==> config.mk <==
export PLATFORM = sky130hd
export DESIGN_NAME = reg_memory_bank
export DESIGN_NICKNAME = d
export VERILOG_FILES = /design/src/rtl/reg_memory_bank.sv
export SDC_FILE = /design/constraint.sdc
export NUM_CORES = 1
export LEC_CHECK = 0
export ABC_AREA = 1
export BUFFER_PORTS_ARGS = -buffer_cell sky130_fd_sc_hd__buf_2
export CORE_ASPECT_RATIO = 1.25
export CORE_MARGIN = 3
export CORE_UTILIZATION = 55
export CTS_BUF_LIST = sky130_fd_sc_hd__clkbuf_2
export CTS_CLUSTER_SIZE = 20
export DETAILED_ROUTE_END_ITERATION = 10
export GPL_TIMING_DRIVEN = 0
export PLACE_DENSITY = 0.77
export RECOVER_POWER = 100
export SYNTH_ARGS = -nofsm -noshare
export SYNTH_HDL_FRONTEND = slang
export SYNTH_SLANG_ARGS = --single-unit
export TNS_END_PERCENT = 100
==> constraint.sdc <==
create_clock -name CLK -period 3 [get_ports CLK]
set_clock_uncertainty 0.05 [all_clocks]
set_input_delay 0.3 -clock CLK [delete_from_list [all_inputs] [get_ports CLK]]
set_output_delay 0.3 -clock CLK [all_outputs]
set_load 0.02 [all_outputs]
==> src/rtl/reg_memory_bank.sv <==
// Synchronous word memory built from D-type storage words: one write port, one
// registered read port with true/complement outputs, and a sequential clear engine.
module reg_memory_bank #(
    parameter int WIDTH  = 8,
    parameter int DEPTH  = 16,
    parameter int ADDR_W = 4
) (
    input  logic              CLK,
    input  logic              RST,
    input  logic              WE,
    input  logic [ADDR_W-1:0] WADDR,
    input  logic [WIDTH-1:0]  D,
    input  logic              RE,
    input  logic [ADDR_W-1:0] RADDR,
    input  logic              CLR,
    output logic [WIDTH-1:0]  Q,
    output logic [WIDTH-1:0]  NQ,
    output logic              RVALID,
    output logic              BUSY,
    output logic              DONE
);

    typedef enum logic {
        IDLE  = 1'b0,
        CLEAR = 1'b1
    } state_t;

    // One extra bit so out-of-range addresses compare correctly when DEPTH == 2**ADDR_W.
    localparam logic [ADDR_W:0]   DEPTH_X   = (ADDR_W + 1)'(DEPTH);
    localparam logic [ADDR_W-1:0] LAST_ADDR = ADDR_W'(DEPTH - 1);

    logic [WIDTH-1:0]  mem [DEPTH];

    state_t            state_q, state_d;
    logic [ADDR_W-1:0] cnt_q, cnt_d;
    logic [WIDTH-1:0]  q_q, q_d;
    logic              rvalid_q, rvalid_d;
    logic              busy_q, busy_d;
    logic              done_q, done_d;

    logic              waddr_ok;
    logic              raddr_ok;
    logic [WIDTH-1:0]  rd_word;
    logic              mem_we;
    logic [ADDR_W-1:0] mem_waddr;
    logic [WIDTH-1:0]  mem_wdata;

    assign waddr_ok = ({1'b0, WADDR} < DEPTH_X);
    assign raddr_ok = ({1'b0, RADDR} < DEPTH_X);

    always_comb begin
        rd_word = '0;
        if (raddr_ok) begin
            rd_word = mem[RADDR];
        end
    end

    always_comb begin
        state_d   = state_q;
        cnt_d     = cnt_q;
        q_d       = q_q;
        rvalid_d  = 1'b0;
        busy_d    = busy_q;
        done_d    = 1'b0;
        mem_we    = 1'b0;
        mem_waddr = WADDR;
        mem_wdata = D;

        unique case (state_q)
            IDLE: begin
                if (CLR) begin
                    // A sweep request swallows any write or read issued alongside it.
                    state_d = CLEAR;
                    cnt_d   = '0;
                    busy_d  = 1'b1;
                end else begin
                    mem_we = WE && waddr_ok;
                    if (RE) begin
                        rvalid_d = 1'b1;
                        if (!raddr_ok) begin
                            q_d = '0;
                        end else if (WE && (WADDR == RADDR)) begin
                            q_d = D;
                        end else begin
                            q_d = rd_word;
                        end
                    end
                end
            end
            CLEAR: begin
                mem_we    = 1'b1;
                mem_waddr = cnt_q;
                mem_wdata = '0;
                if (cnt_q == LAST_ADDR) begin
                    state_d = IDLE;
                    busy_d  = 1'b0;
                    done_d  = 1'b1;
                end else begin
                    cnt_d = cnt_q + 1'b1;
                end
            end
            default: begin
                state_d = IDLE;
            end
        endcase

        // Reset leaves the array untouched, including the word a sweep was about to clear.
        if (RST) begin
            mem_we = 1'b0;
        end
    end

    always_ff @(posedge CLK) begin
        if (mem_we) begin
            mem[mem_waddr] <= mem_wdata;
        end
    end

    always_ff @(posedge CLK) begin
        if (RST) begin
            state_q  <= IDLE;
            cnt_q    <= '0;
            q_q      <= '0;
            rvalid_q <= 1'b0;
            busy_q   <= 1'b0;
            done_q   <= 1'b0;
        end else begin
            state_q  <= state_d;
            cnt_q    <= cnt_d;
            q_q      <= q_d;
            rvalid_q <= rvalid_d;
            busy_q   <= busy_d;
            done_q   <= done_d;
        end
    end

    genvar gi;
    generate
        for (gi = 0; gi < WIDTH; gi++) begin : g_out_bit
            assign Q[gi]  = q_q[gi];
            assign NQ[gi] = ~q_q[gi];
        end
    endgenerate

    assign RVALID = rvalid_q;
    assign BUSY   = busy_q;
    assign DONE   = done_q;

endmodule
== Word-level counts from Yosys, hierarchy flattened ==
Memory sizes are Yosys's and may differ from the RTL's. A register that Yosys moved wholly into a read port is not among the register bits.
Index checks and enable logic that the tools add are counted.
Cells by class
  equality and inequality tests: 4
  bitwise operators: 10
  add/sub/neg operators: 1
  reductions and logical operators: 5
  mux-type cells: 18
Operators by type and width (count)
  $mux 4: 3
  $mux 1: 10
  $not 1->1: 10
  $mux 8: 1
  $pmux 4 s2: 1
  $pmux 1 s2: 3
  $add 4x1->4 const B: 1
  $eq 4x4->1 const B: 1
  $ne 2x2->1 const B: 2
  $reduce_and 2->1: 2
  $reduce_and 3->1: 1
  $reduce_or 3->1: 1
  $ne 2x1->1 const B: 1
  $reduce_or 2->1: 1
Word-level totals
  memory bits (writable): 128
  register bits: 8
  memories kept: 1
  bits of input ports: 21
Memory list
  mem: depth 16, bits a word 8, rd ports 1, clocked after memory_dff 1, wr ports 1, RTL line 32  | logic [WIDTH-1:0] mem [DEPTH];

== Logic depth before layout (Yosys ltp) ==
Gate-level depths: netlist (run 1).
  word-level depth: 5
  depth in mapped cells: 11

== Least setup slack after synthesis (run 1) ==
Ideal clock, no wire load.
  path kind: reg-to-reg
  start point: register state_q
  end point: memory mem[2][0], enable pin
  clock period less this slack: 1.623 ns
  buffers on the path: 0
  setup time: 0.370 ns
  arrival time: 1.203 ns
  stages on the path, launching flop included: 7
  slack: 1.377 ns
  cells stage by stage: dfxtp_1 > inv_2 > nand2_1 > nand2_1 > inv_1 > nand3_1 > nor2_1
On the way
  longest elaborated chain between the ends: 5
  elaborated cells between the ends (all ways): 6
RTL lines
  from (decl): RTL line 34  | state_t state_q, state_d;
  from (signal assigned): RTL line 128  | state_q <= state_d;
  $not 1->1
  $pmux 1 s2: RTL line 69  | unique case (state_q)
  $mux 1: RTL line 108  | if (RST) begin
  $mux 1: RTL line 114  | if (mem_we) begin
  $mux 1 (not written as such): RTL line 115  | mem[mem_waddr] <= mem_wdata;
  to (decl): RTL line 32
Parallel ways exist; a longest one is shown, timed or not.

== Final worst setup path (run 1) ==
  start point: register state_q
  end point: register q_q[7], in the netlist Q[7], read port of mem
On the way
  longest elaborated chain between the ends: 2
RTL lines
  $not 1->1
  $reduce_and 3->1 (no source line)
  to (decl): RTL line 36  | logic [WIDTH-1:0] q_q, q_d;
Every way passes these cells.
A chain may end at the register's enable or synchronous reset.

==> results.ini, run 1 <==
[finish]
finalNonFillerCells=938
nets=785
multi_input_area_sq_um=1790
regArea_sq_um=4164
drive_gt1_share_pct=11.86
final_util_pct=62.86
fill_cells=973
area_delta_synth_final_pct=11.12
final_area_sq_um=7337

[critical_path]
critPathCaptureType=flip-flop
crit_fanout=9
slowest_stage=dlygate4sd3_1
required_ns=3.63
r2r_start=state_q
cp_cell_sequence=inv_1 > o21ai_0 > nand2_1 > nand2_4 > nand3_4 > nand3_1 > nand3_1 > a21oi_1 > dlygate4sd3_1
worstSetupStartpointType=flip-flop
crit_top_cell=nand3_1
crit_type=flip-flop to flip-flop
r2r_slack_ns=0.55
path_delay_family=buffers and inverters
slowest_delay_ns=0.57
startpoint=state_q
path_buf_inv=2
cp.arrival_ns=3.07

[clock_network]
cts_sinks=144
cts_buffers=17
post_cts_buffers=0
cts_tree=built
root_buffer=clkbuf_2
clk_latency_ns=0.70
clock_path_buffers=2
clk_pin_slew_worst_paths_ns=0.21
htree_levels=4

[timing]
rsz0062_at_grt=no
worst_pin_slew_ns=1.422
layout_min_cycle_time_ns=2.446
tns_ns=0
finalCritPeriodShare_pct=81.53
max_freq_mhz=408.8
setup_viol=0
worst_hold_slack_ns=0.1161
hold_viol_final=0
max_slew_margin_pct=4.841
slew_violations=0

[place]
dp.cells=891
placed_area_sq_um=6984
io_buffers=36
dp_hpwl_um=11150
gp_congestion=0.9187

[global_route]
grt_max_degree=17
grt_antenna_before_repair=1
grtUsageTotal_pct=25.88
met3_usage_pct=4.967
grt.met2_usage_pct=44.85
grt_pass1_vias=5007
grtUsageMet1_pct=29.30
grt_overflow=0
grt.busiest_layer=met2
grt_pass1_wl_um=25810

[pwr]
swShare_pct=27.84
clockPowerShare_pct=29.7
power.leakage_nw=3.175
powerDensity_nw_per_um2=517.0
seq_power_share_pct=59.1
internal_power_mw=2.737
pwr-share-comb_pct=11.2
peakVddDrop_mv=0.3357
switchingPower_mw=1.056

[yosys]
ys_warn_count=0
synthesis.area_sq_um=6603
netlist.top_cell.by_area=edfxtp_1
ys_seq_elements=144
postSynth.asyncResetShare_pct=0
syn_inst=694
yosysUniqueCellTypes=26
synth_edf_count=128
syn-num-nets=716
synth_top_area_share_pct=58.21
synth-main-ff-cell=edfxtp_1
synthTopCellsByArea=edfxtp_1 58%, nand2_1 11%, nand3_1 9.0%
seq_area_frac_synth_pct=63.07
synthTopCellsByCount=192 x nand2_1, 128 x edfxtp_1, 123 x inv_1
synth.avg_cell_area_sq_um=9.514
synthMostInstantiatedCell=nand2_1

[detailed_routing]
viasPerCell=5.373
drt-initial-drc-count=643
wire_per_inst_um=17.72
dr.pass1.iters=8
wl_um=16620
num_vias=5040
drc=0
final_antenna_net_count=0

[floorplanning]
initial_core_util_pct=56.57
std_cell_rows=44
core-area_sq_um=11670
die_area_sq_um=13360
io_pins=40
die_x_um=104
die-height_um=128.5

[min_path]
hold_start=RADDR[3]
hp-class=input pin to flip-flop

[run]
maxCapViolCount=0

[status]
status=complete, no violations

[per-layer routing]
| metal | vias to the layer above | routed length (um) |
|---|---|---|
| met5 | - | 0 |
| met4 | 0 | 882 |
| met3 | 60 | 1268 |
| met2 | 266 | 8413 |
| met1 | 2338 | 6057 |
| li1 | 2376 | - |
[placed cells by master (no fill, tap or decap), drive strengths merged]
master         n
nand2        201
inv          139
edfxtp       128
nand3        125
clkbuf        41
buf           40
nor2          34
dfxtp         16
a21oi         14
dlygate4sd3   14
nand4          9
clkinv         5
o21ai          4
bufinv         2
diode          1
nor3           1
o31ai          1
ha             1
clkinvlp       1
[flip-flops by register name, summed over array words and instances, names as in the netlist]
register	count
DONE	1
mem	128
cnt_q	4
RVALID	1
state_q	1
Q	8
BUSY	1
[what timing repair did]
item | 4_1_cts | 5_1_grt
hold endpoints to repair | 15 | 0
setup endpoints to repair | 0 | 0
hold buffers | 14 | 0
resized for setup | 0 | 0
[tightest hold or removal path: cells and delay by family]
kind | cells | cell delay [ns]
AO/OA/AOI/OAI | 1 | 0.07
buffers and inverters | 1 | 0.18
AND/OR/NAND/NOR | 3 | 0.32
[cell families after synthesis]
group / share of synthesized area (%)
simple gates: 25.47
fa+ha+maj: 0.1895
flops: 63.07
buf+inv: 9.740
compound gates: 1.535
[metrics by stage]
stage                     worst slack [ns]  power, mW
after floorplan                      1.377      2.548
after global placement              0.7973      2.682
after detailed placement            0.7519      2.693
after CTS                           0.6997      3.794
after global routing                0.2798      3.924
final                               0.5541      3.793
[area by class of cell]
cell class / instances / area share [%]
sequential: 144 / 56.75
multi-input combinational: 390 / 24.40
inverter: 132 / 6.821
timing repair buffer: 50 / 4.042
tap: 161 / 2.746
clock inverter: 15 / 2.115
buffer: 28 / 1.927
clock buffer: 17 / 1.160
antenna: 1 / 0.03411
[power by group through the flow]
stage | combinational [mW] | sequential, mW | clock [mW]
2_1_floorplan | 0.258 | 2.29 | 0
3_3_place_gp | 0.398 | 2.28 | 0
3_5_place_dp | 0.408 | 2.29 | 0
4_1_cts | 0.422 | 2.24 | 1.13
5_1_grt | 0.460 | 2.25 | 1.22
6_report | 0.426 | 2.24 | 1.13
[worst paths after layout]
| kind | end | cells past startpoint |
|---|---|---|
| min reg2reg | Q[1] | 2 |
| max reg2reg | Q[7] | 9 |
| min | Q[4] | 5 |
| max | Q[7] | 9 |
No activity file was read; power rests on OpenSTA's default activity.
==> run 2, diff against run 1 <==
--- a/config.mk
+++ b/config.mk
@@ -5,7 +5,7 @@
 export SDC_FILE = /design/constraint.sdc
 export NUM_CORES = 1
 export LEC_CHECK = 0
-export ABC_AREA = 1
+export ABC_AREA = 0
 export BUFFER_PORTS_ARGS = -buffer_cell sky130_fd_sc_hd__buf_2
 export CORE_ASPECT_RATIO = 1.25
 export CORE_MARGIN = 3
@@ -14,7 +14,7 @@
 export CTS_CLUSTER_SIZE = 20
 export DETAILED_ROUTE_END_ITERATION = 10
 export GPL_TIMING_DRIVEN = 0
-export PLACE_DENSITY = 0.77
+export PLACE_DENSITY = 0.8
 export RECOVER_POWER = 100
 export SYNTH_ARGS = -nofsm -noshare
 export SYNTH_HDL_FRONTEND = slang
==> constraint.sdc (replaced) <==
create_clock -name CLK -period 2.13 [get_ports CLK]
set_clock_uncertainty 0.05 [all_clocks]
set_input_delay 0.213 -clock CLK [delete_from_list [all_inputs] [get_ports CLK]]
set_output_delay 0.213 -clock CLK [all_outputs]
set_load 0.02 [all_outputs]
==> run 2 against run 1 <==
  * The run now ends with setup timing left
  * Flip-flop and latch count did not move
  * Area after synthesis fell by 10%
  * Sequential share of layout area rose by 3.8 points
  * First-iteration DRC count fell by 45%
  * Final cell count fell by 42%
  * Die area fell by 9.8%
  * Worst hold slack got worse by 0.039 ns
  * Sequential power rose by 40%
  * Largest power group unchanged
  * Highest routed layer unchanged
==> results.ini, run 2 <==
[min_path]
hold_path_depth=5  ; unchanged
hp-class=input pin to flip-flop

[finish]
largest_reg_flops=128  ; unchanged
drive_gt1_share_pct=33.57  ; +22 points
area_delta_synth_final_pct=16.17
mostFrequentLayoutCells=128 x edfxtp_1, 40 x buf_2, 21 x mux4_2, 17 x clkbuf_2, 16 x dfxtp_1
nets=426  ; -46%
final_area_sq_um=6878  ; -6.3%
diodes=0  ; -1
finalNonFillerCells=546  ; -42%
final_util_pct=66.70  ; +3.8 points
fill_cells=640  ; -34%
final_common_cell=edfxtp_1
regMostFlops=mem

[clock_network]
clk_latency_ns=0.69  ; about the same
clk_pin_slew_worst_paths_ns=0.22  ; about the same
root_buffer=clkbuf_2
cts_buffers=17  ; unchanged
htree_levels=4  ; unchanged
clock_path_buffers=2  ; unchanged
cts_tree=built
cts_sinks=144  ; unchanged

[floorplanning]
die_area_sq_um=12050  ; -9.8%
io_pins=40  ; unchanged
die_x_um=98.80  ; -5.0%
core-area_sq_um=10310  ; -12%
std_cell_rows=41  ; -6.8%
initial_core_util_pct=57.42  ; +0.85 points
die-height_um=122  ; -5.1%

[place]
dp.cells=499  ; -44%
io_buffers=36  ; unchanged
placed_area_sq_um=6262  ; -10%
gp_congestion=0.8499  ; -7.5%
preCtsSetupSlack_ns=-0.4043  ; -1.156 ns
dp_hpwl_um=8035  ; -28%

[timing]
layout_min_cycle_time_ns=2.159  ; -0.2868 ns
max_slew_margin_pct=37.10  ; +32 points
tns_ns=-0.5900  ; -0.5900 ns
hold_viol_final=0  ; unchanged
max_freq_mhz=463.2  ; +13%
worst_hold_slack_ns=0.07685  ; -0.03929 ns
worst_pin_slew_ns=0.9372  ; -0.4850 ns
slew_violations=0  ; unchanged
rsz0062_at_grt=yes
setup_viol=54  ; +54
layout_setup_ws_ns=-0.02913  ; -0.5832 ns
finalCritPeriodShare_pct=101.4  ; +20 points

[pwr]
total_power_mw=5.384  ; +42%
power.leakage_nw=2.306  ; -27%
pwr-share-comb_pct=8.8  ; -2.4 points
internal_power_mw=4.089  ; +49%
clockPowerShare_pct=33.0  ; +3.3 points
switchingPower_mw=1.295  ; +23%
peakVddDrop_mv=0.4432  ; +32%
powerDensity_nw_per_um2=782.8  ; +51%
seq_power_share_pct=58.2  ; -0.9 points
swShare_pct=24.05  ; -3.8 points

[yosys]
yosysUniqueCellTypes=44  ; +69%
synth_edf_count=128  ; unchanged
synthesis.area_sq_um=5921  ; -10%
synthTopCellsByArea=edfxtp_1 65%, mux4_2 8.0%, dfxtp_1 5.4%
synth-main-ff-cell=edfxtp_1
syn-num-nets=356  ; -50%
netlist.top_cell.by_area=edfxtp_1
synth_top_area_share_pct=64.92  ; +6.7 points
ys_warn_count=0  ; unchanged
syn_inst=334  ; -52%
synthTopCellsByCount=128 x edfxtp_1, 29 x nor2_1, 21 x mux4_2
synth.avg_cell_area_sq_um=17.73  ; +86%
seq_area_frac_synth_pct=70.33  ; +7.3 points
ys_seq_elements=144  ; unchanged
synthMostInstantiatedCell=edfxtp_1
postSynth.asyncResetShare_pct=0  ; unchanged

[detailed_routing]
drt-initial-drc-count=356  ; -45%
final_antenna_net_count=0  ; unchanged
wl_um=12630  ; -24%
wire_per_inst_um=23.13  ; +31%
viasPerCell=6.240  ; +16%
dr.pass1.iters=5  ; -3
drc=0  ; unchanged
num_vias=3407  ; -32%

[status]
violations=setup timing
status=finished, violations left

[global_route]
grt_pass1_wl_um=18890  ; -27%
grt_pass1_vias=3335  ; -33%
grt_max_degree=17  ; unchanged
grt_antenna_before_repair=0  ; -1
grtUsageTotal_pct=21.59  ; -4.3 points
grt_overflow=0  ; unchanged

[critical_path]
crit_type=flip-flop to flip-flop
r2r_cells=4  ; -5
critPathCaptureType=flip-flop
crit_fanout=16  ; +7
worstSetupStartpointType=flip-flop
required_ns=2.43  ; -1.20 ns
cp.arrival_ns=2.46  ; -0.61 ns

[run]
maxCapViolCount=0  ; unchanged

==> run 2: area by class of cell <==
type	count	area [sq um]	share of cell area, %
Tap cell	129	161.4	2.347
Multi-Input combinational cell	158	1733	25.20
Clock inverter	15	206.4	3.002
Clock buffer	17	85.08	1.237
Timing Repair Buffer	51	332.8	4.839
Inverter	12	45.04	0.6549
Sequential cell	144	4164	60.54
Buffer	20	150.1	2.183
==> run 2: per-layer routing <==
layer | vias to the layer above | wire (um) | part of all wire [%] | GRT usage (%)
li1 | 1493 | - | - | -
met2 | 189 | 6408 | 51 | 35.17
met1 | 1697 | 4818 | 38 | 28.11
met3 | 28 | 1021 | 8.1 | 5.097
met4 | 0 | 380 | 3.0 | 9.052
met5 | - | 0 | 0 | 0
==> run 2: power groups by stage <==
stage	registers [mW]	logic [mW]	clock network (mW)
after floorplan	3.20	0.265	0
after global placement	3.19	0.401	0
after detailed placement	3.20	0.413	0
after CTS	3.13	0.451	1.81
after global routing	3.14	0.502	1.93
final	3.14	0.471	1.78
==> run 2: worst paths after layout <==
| kind | end | start | slack [ns] |
|---|---|---|---|
| max | mem[9][5] | state_q | -0.03 |
| min | Q[1] | RADDR[1] | 0.08 |
| max reg2reg | mem[9][5] | state_q | -0.03 |
| min reg2reg | Q[5] | Q[5] | 0.47 |
==> run 2: kinds of logic (layout without fill, tap and decap cells) <==
family / after synthesis / in the layout / synth area share, %
multiplexers: 37 / 37 / 13.74
buffers and inverters: 32 / 115 / 3.233
adder cells (fa/ha/maj): 1 / 1 / 0.2113
XOR/XNOR: 4 / 4 / 0.5918
AND/OR/NAND/NOR: 74 / 74 / 6.192
flip-flops: 144 / 144 / 70.33
AO/OA/AOI/OAI: 42 / 42 / 5.706
==> run 2: timing repair <==
item,CTS,global route
hold endpoints to repair,144,0
cloned,0,0
hold buffers,13,0
buffers inserted,0,3
pin swaps,0,3
gates resized for setup,32,19
setup endpoints to repair,256,238
==> run 2: critical path, cell delays in order (launching register included) <==
cell and delay (ns):
dfxtp_1 0.36, buf_4 0.15, buf_2 0.22, buf_1 0.69
nor2b_2 0.34
==> run 3, diff against run 2 <==
==> constraint.sdc (replaced) <==
create_clock -name CLK -period 2.13 [get_ports CLK]
set_clock_uncertainty 0.05 [all_clocks]
set_input_delay 0.1065 -clock CLK [delete_from_list [all_inputs] [get_ports CLK]]
set_output_delay 0.1065 -clock CLK [all_outputs]
set_load 0.02 [all_outputs]
==> run 3 against run 2 <==
  * Critical path type unchanged
  * Die area unchanged
  * Total power increased by 0.68%
  * Non-clock buffer count grew 8
  * First-iteration DRC count down 6.7%
  * Utilization rose by 1.1 points
  * Flip-flop and latch count stayed put
  * Worst hold slack lost 0.018 ns
  * The run still ends with setup timing left
==> results.ini, run 3 (synthesized netlist as in run 2, its figures left out) <==
[clock_network]
root_buffer=clkbuf_2
cts_sinks=144  ; unchanged
clk_latency_ns=0.71  ; +0.02 ns
cts_buffers=17  ; unchanged
clk_pin_slew_worst_paths_ns=0.22  ; about the same
cts_tree=built
htree_levels=4  ; unchanged
clock_path_buffers=2  ; unchanged

[floorplanning]
die-height_um=122  ; unchanged
initial_core_util_pct=57.42  ; unchanged
die_x_um=98.80  ; unchanged
std_cell_rows=41  ; unchanged
die_area_sq_um=12050  ; unchanged
io_pins=40  ; unchanged
core-area_sq_um=10310  ; unchanged

[pwr]
peakVddDrop_mv=0.4420  ; -0.27%
total_power_mw=5.421  ; +0.68%
powerDensity_nw_per_um2=775.5  ; -0.94%
power.leakage_nw=2.313  ; +0.32%

[detailed_routing]
drt-initial-drc-count=332  ; -6.7%
final_antenna_net_count=0  ; unchanged
viasPerCell=6.278  ; +0.61%
num_vias=3478  ; +2.1%
wl_um=13160  ; +4.2%
dr.pass1.iters=6  ; +1
drc=0  ; unchanged
wire_per_inst_um=23.76  ; +2.7%

[min_path]
hold_start=WADDR[3]
hp-class=input pin to flip-flop

[critical_path]
worstSetupStartpointType=flip-flop
critPathCaptureType=flip-flop
startpoint=state_q
required_ns=2.45  ; +0.02 ns
crit_fanout=16  ; unchanged
cp.arrival_ns=2.46  ; about the same
crit_type=flip-flop to flip-flop
r2r_start=state_q

[timing]
worst_pin_slew_ns=0.8459  ; -0.09128 ns
hold_viol_final=0  ; unchanged
slew_violations=0  ; unchanged
max_slew_margin_pct=43.61  ; +6.5 points
finalCritPeriodShare_pct=100.3  ; -1.1 points
setup_viol=10  ; -81%
layout_min_cycle_time_ns=2.136  ; -0.02312 ns
worst_hold_slack_ns=0.05882  ; -0.01803 ns
layout_setup_ws_ns=-0.006004  ; +0.02312 ns
max_freq_mhz=468.2  ; +1.1%
rsz0062_at_grt=yes

[global_route]
grt_overflow=0  ; unchanged
grt_antenna_before_repair=0  ; unchanged
grt.met2_usage_pct=35.97  ; +0.80 points
grt_max_degree=17  ; unchanged
grtUsageMet1_pct=28.02  ; -0.092 points
grtUsageTotal_pct=21.85  ; +0.26 points
grt.busiest_layer=met2
grt_pass1_wl_um=19110  ; +1.2%
grt_pass1_vias=3413  ; +2.3%
met3_usage_pct=5.097  ; unchanged

[finish]
finalNonFillerCells=554  ; +1.5%
fill_cells=633  ; -1.1%
diodes=0  ; unchanged
nets=434  ; +1.9%
drive_gt1_share_pct=30.35  ; -3.2 points
regMostFlops=mem
final_common_cell=edfxtp_1
largest_reg_flops=128  ; unchanged
mostFrequentLayoutCells=128 x edfxtp_1, 23 x buf_2, 22 x clkbuf_1, 21 x mux4_2, 18 x nor2_4
area_delta_synth_final_pct=18.07

[status]
status=finished, violations left
violations=setup timing

[place]
gp_congestion=0.8499  ; unchanged
dp.cells=499  ; unchanged
dp_hpwl_um=8035  ; unchanged
io_buffers=36  ; unchanged

[run]
maxCapViolCount=0  ; unchanged

-- run 3: changes by cell type in the layout (fill, tap and decap cells not counted), moves of 2 or more --
cell,before,now
buf_2,40,23
o21ai_1,3,0
dlygate4sd3_1,12,15
o21ai_2,0,2
buf_12,2,5
clkbuf_1,4,22
nor2_4,15,18
nor2_2,3,0
-- run 3: worst max-delay path, stage by stage, from the launching register on --
cell	delay, ns
dfxtp_1	0.36
buf_4	0.15
buf_2	0.22
clkbuf_1	0.67
nor2b_2	0.34
-- run 3: power breakdown --
group          internal [mW]  switching, mW
Combinational          0.193          0.303
Clock                  0.790          0.999
Sequential              3.12         0.0171
-- run 3: path summary, 6_finish.rpt --
| kind | cells past startpoint | end | slack [ns] |
|---|---|---|---|
| min | 4 | mem[11][1] | 0.06 |
| max | 4 | mem[0][5] | -0.006 |
| min reg2reg | 2 | Q[5] | 0.47 |
| max reg2reg | 4 | mem[0][5] | -0.006 |
-- run 3: repair_timing --
item                       4_1_cts  5_1_grt
buffers inserted                 0        6
pin swaps                        0        3
setup endpoints to repair      256      244
resized for setup               32       24
hold endpoints to repair       144        0
cloned                           0        0
hold buffers                    17        0
-- run 3: final cells by class --
type,count,area [sq um],area share [%]
flip-flops and latches,144,4164,59.57
repair buffers,59,424.2,6.068
plain buffers,20,150.1,2.148
multi-input cells,158,1754,25.09
clock buffers,17,85.08,1.217
inverters,12,45.04,0.6444
well taps,129,161.4,2.309
clock inverters,15,206.4,2.953
-- run 3: metal layers --
layer  up-vias  routed length (um)
met2       186                6794
met1      1748                5055
met5         -                   0
met3        38                 900
li1       1506                   -
met4         0                 413
-- run 3: per-stage QoR --
| stage | setup WS [ns] | setup TNS [ns] | area [sq um] | utilization [%] |
|---|---|---|---|---|
| after floorplan | 0.1587 | 0 | 5921 | - |
| after global placement | -0.3191 | -29.43 | 6262 | 60.73 |
| after detailed placement | -0.4043 | -50.36 | 6262 | 60.73 |
| after CTS | -0.2697 | -9.020 | 6828 | 66.22 |
| after global routing | -0.1083 | -5.927 | 6990 | 67.80 |
| final | -0.006004 | -0.04641 | 6990 | 67.80 |
